`src/rtl/seq_pkg.sv`:
```
// Shared definitions for the serial 1101 transmitter and the sequence detectors.
// Holds the FSM state encoding, the reference pattern and a burst-length helper.
package seq_pkg;

    typedef enum logic [1:0] {
        ST_IDLE = 2'd0,
        ST_SEND = 2'd1,
        ST_GAP  = 2'd2,
        ST_DONE = 2'd3
    } seq_state_e;

    localparam logic [3:0] SEQ_1101 = 4'b1101;

    // Cycles for which busy is high in a burst of r repetitions.
    function automatic int busy_cycles(input int r, input int pat_w, input int gap);
        if (r <= 0) begin
            return 0;
        end
        return r * pat_w + (r - 1) * gap;
    endfunction

endpackage

```
`src/rtl/seq_1101_tx.sv`:
```
// Serial pattern transmitter: shifts PATTERN out MSB-first, repeat_cnt times,
// with optional zero gaps between repetitions. All outputs are registered.
module seq_1101_tx
    import seq_pkg::*;
#(
    parameter int                PAT_W   = 4,
    parameter logic [PAT_W-1:0]  PATTERN = SEQ_1101,
    parameter int                CNT_W   = 4,
    parameter int                GAP     = 0
) (
    input  logic             clk,
    input  logic             rst,
    input  logic             start,
    input  logic [CNT_W-1:0] repeat_cnt,
    output logic             x,
    output logic             valid,
    output logic             busy,
    output logic             done
);

    localparam int IDX_W = (PAT_W > 1) ? $clog2(PAT_W) : 1;
    localparam int GAP_W = 4;
    localparam logic [IDX_W-1:0] IDX_TOP = IDX_W'(PAT_W - 1);

    seq_state_e       state_reg,    state_next;
    logic [IDX_W-1:0] bit_idx_reg,  bit_idx_next;
    logic [CNT_W-1:0] rep_left_reg, rep_left_next;
    logic [GAP_W-1:0] gap_cnt_reg,  gap_cnt_next;
    logic             x_reg,        x_next;
    logic             valid_reg,    valid_next;
    logic             busy_reg,     busy_next;
    logic             done_reg,     done_next;

    always_ff @(posedge clk or negedge rst) begin
        if (!rst) begin
            state_reg    <= ST_IDLE;
            bit_idx_reg  <= '0;
            rep_left_reg <= '0;
            gap_cnt_reg  <= '0;
            x_reg        <= 1'b0;
            valid_reg    <= 1'b0;
            busy_reg     <= 1'b0;
            done_reg     <= 1'b0;
        end else begin
            state_reg    <= state_next;
            bit_idx_reg  <= bit_idx_next;
            rep_left_reg <= rep_left_next;
            gap_cnt_reg  <= gap_cnt_next;
            x_reg        <= x_next;
            valid_reg    <= valid_next;
            busy_reg     <= busy_next;
            done_reg     <= done_next;
        end
    end

    always_comb begin
        state_next    = state_reg;
        bit_idx_next  = bit_idx_reg;
        rep_left_next = rep_left_reg;
        gap_cnt_next  = gap_cnt_reg;

        case (state_reg)
            ST_IDLE: begin
                if (start) begin
                    rep_left_next = repeat_cnt;
                    bit_idx_next  = IDX_TOP;
                    state_next    = (repeat_cnt == '0) ? ST_DONE : ST_SEND;
                end
            end
            ST_SEND: begin
                if (bit_idx_reg != '0) begin
                    bit_idx_next = bit_idx_reg - 1'b1;
                end else if (rep_left_reg > CNT_W'(1)) begin
                    rep_left_next = rep_left_reg - 1'b1;
                    bit_idx_next  = IDX_TOP;
                    if (GAP > 0) begin
                        // Gap counter counts down to zero, giving exactly GAP idle cycles.
                        gap_cnt_next = GAP_W'(GAP - 1);
                        state_next   = ST_GAP;
                    end else begin
                        state_next   = ST_SEND;
                    end
                end else begin
                    state_next = ST_DONE;
                end
            end
            ST_GAP: begin
                if (gap_cnt_reg == '0) begin
                    bit_idx_next = IDX_TOP;
                    state_next   = ST_SEND;
                end else begin
                    gap_cnt_next = gap_cnt_reg - 1'b1;
                end
            end
            ST_DONE: begin
                state_next = ST_IDLE;
            end
            default: begin
                state_next = ST_IDLE;
            end
        endcase

        // Outputs are derived from the next state so they register alongside it.
        valid_next = (state_next == ST_SEND);
        x_next     = valid_next ? PATTERN[bit_idx_next] : 1'b0;
        busy_next  = (state_next == ST_SEND) || (state_next == ST_GAP);
        done_next  = (state_next == ST_DONE);
    end

    assign x     = x_reg;
    assign valid = valid_reg;
    assign busy  = busy_reg;
    assign done  = done_reg;

endmodule

```
`config.mk`:
```
export PLATFORM = sky130hd
export DESIGN_NAME = seq_1101_tx
export DESIGN_NICKNAME = d
export VERILOG_FILES = /design/src/rtl/seq_pkg.sv /design/src/rtl/seq_1101_tx.sv
export SDC_FILE = /design/constraint.sdc
export NUM_CORES = 1
export LEC_CHECK = 0
export ABC_AREA = 1
export CORE_MARGIN = 3
export CORE_UTILIZATION = 48
export DETAILED_ROUTE_END_ITERATION = 10
export PLACE_DENSITY = 0.74
export REMOVE_ABC_BUFFERS = 1
export SYNTH_ARGS = -nofsm -noshare
export SYNTH_HDL_FRONTEND = slang
export SYNTH_SLANG_ARGS = --single-unit
```
`constraint.sdc`:
```
create_clock -name clk -period 1.5 [get_ports clk]
set_input_delay 0.3 -clock clk [delete_from_list [all_inputs] [get_ports clk]]
set_output_delay 0.3 -clock clk [all_outputs]
set_load 0.01 [all_outputs]
```
==> impl_metrics.tcl <==
set metrics [dict create \
    failed_checks "setup timing" \
    final_common_cell "nand2_1" \
    vias_per_cell 4.88 \
    seq_area_frac_synth 0.424 \
    synth_seq_cells 16 \
    p_leak_uw 0.000681 \
    reg2reg_to "busy$_DFF_PN0_" \
    layout_setup_ws_ps -95.5 \
    hp-class "primary input to async pin" \
    drt_iter0_drc 20 \
    num_antenna_cells 0 \
    utilization 0.780 \
    rows 15 \
    vias 854 \
    start_util 0.529 \
    final_cell_mix "nand2_1 (25), buf_4 (22), dfrtp_1 (16), inv_1 (12), inv_2 (10)" \
    drive_above_1_share 0.407 \
    powerDensity_nw_per_um2 1890 \
    avgSynthCellArea_um2 8.35 \
    holdBufCountCts 0 \
    top_layer "met4" \
    numCtsBuffers 3 \
    fin_crit_sh 1.06 \
    grt_pass1_wl_um 3570 \
    antenna_found_initial 0 \
    clock_latency_ps 290 \
    cts_sinks 16 \
    dieArea_um2 2530 \
    r2r_setup_slack_ps -100 \
    setup-violations-final 2 \
    rsz0062_at_grt "true" \
    synth_cell_types 23 \
    cp.required_ps 1690 \
    power.total_uw 2630 \
    drc_errors 0 \
    dp_hpwl_um 1420 \
    cts_root_buf "clkbuf_4" \
    finClkSkew_ps 0.699 \
    arrival_ps 1780 \
    wl_met2_um 1110 \
    core_um2 1780 \
    maxSlewHeadroom 0.811 \
    timing.setup.tns_ps -127 \
    grt_max_degree 17 \
    io_pins 11 \
    die_w_um 50.3 \
    die_height_um 50.3 \
    clkTransAtPathRegs_ps 100 \
    routed_wl_um 2190 \
    yosysWarningCount 0 \
    nNetsFinal 163 \
    cts_tree "built" \
    irDropWorstVdd_v 0.00136 \
    final-max-slew-violation-count 0 \
    hold_viol_final 0 \
    holdWs_ps 315 \
    met3WireLength_um 98 \
    post-place-ws_ps -189 \
    end_kind "register" \
    cap_violations 0 \
    finalCriticalPeriod_ps 1600 \
    rr_startpoint "gap_cnt_reg[0]$_DFFE_PN0P_" \
    clock_path_buffers 2 \
    worst_pin_slew_ps 282 \
    r2r_cells 7 \
    synth_cells 113 \
    area_delta_synth_final_pct 47.3 \
    htreeDepth 1 \
    routabilityCongestion 0.785 \
    critical_path_class "register to register" \
    port_buffers 10 \
    dr.pass1.iters 4 \
    wirelength_met1_um 922 \
    fillers 123 \
    cp-start-kind "register" \
    critPathMaxFanout 3 \
    grt_pass1_vias 871 \
    synth_area_um2 943 \
    overflow 0 \
    routedWlPerCell_um 12.5 \
    status "finished with violations" \
    grt_usage 0.182 \
    ant_nets 0 \
    fmax_ghz 0.627 \
]
Yosys cell counts, drive strengths merged:
master | n | area, um2
nor2 | 10 | 55.1
a21oi | 3 | 18.8
o211ai | 2 | 25.0
o21ai | 9 | 52.6
nand2 | 30 | 143
inv | 24 | 97.6
nor4 | 1 | 6.26
dfrtp | 16 | 400
xor2 | 2 | 17.5
xnor2 | 1 | 8.76
ha | 5 | 62.6
a221oi | 1 | 8.76
nand4 | 2 | 12.5
nand3 | 7 | 35.0
kinds of logic after synthesis:
kind of cell,count (synthesis),synth area share
buffers and inverters,24,0.103
AO/OA/AOI/OAI,15,0.111
flip-flops,16,0.424
XOR/XNOR,3,0.0279
AND/OR/NAND/NOR,50,0.267
adder cells (fa/ha/maj),5,0.0663
per-stage QoR:
stage | area, um2 | std cells
floorplan | 943 | 113
global placement | 1220 | 168
detailed placement | 1220 | 168
CTS | 1330 | 174
global route | 1390 | 175
finish | 1390 | 175
repair_timing:
| item | CTS | global route |
|---|---|---|
| setup buffers | 2 | 1 |
| gates resized for setup | 12 | 11 |
| setup endpoints to repair | 3 | 10 |
| pin swaps | 4 | 7 |
worst max path at each step:
stage	startpoint	end	slack, ps
4_1_cts	gap_cnt_reg[1]$_DFFE_PN0P_	x$_DFF_PN0_	3
2_1_floorplan	gap_cnt_reg[0]$_DFFE_PN0P_	busy$_DFF_PN0_	-90
6_report	gap_cnt_reg[0]$_DFFE_PN0P_	busy$_DFF_PN0_	-100
3_3_place_gp	start	x$_DFF_PN0_	-170
3_5_place_dp	start	x$_DFF_PN0_	-190
5_1_grt	gap_cnt_reg[1]$_DFFE_PN0P_	busy$_DFF_PN0_	-130
cell type report:
type                       instances  area (um2)  share of cell area
clock buffer                       4        36.3              0.0261
inverter                          24        97.6              0.0702
sequential                        16         400               0.288
tap                               25        31.3              0.0225
multi-input combinational         73         534               0.384
timing repair buffer              33         290               0.209
layer usage:
metal	global-route usage	vias to the layer above
met4	0.0224	0
met5	0	-
met1	0.226	399
li1	-	427
met2	0.328	22
met3	0.0415	6
critical path: stages (launching register included):
cell,delay (ps)
dfrtp_1,400
inv_2,80
ha_4,150
nand3_4,80
a221oi_2,300
buf_4,200
buf_12,100
ha_4,180
power by group:
group	internal, uW	total (uW)	switching, uW
combinational	730	1620	889
sequential	583	721	138
clock	148	292	144
Power figures use the tool's default switching activity.
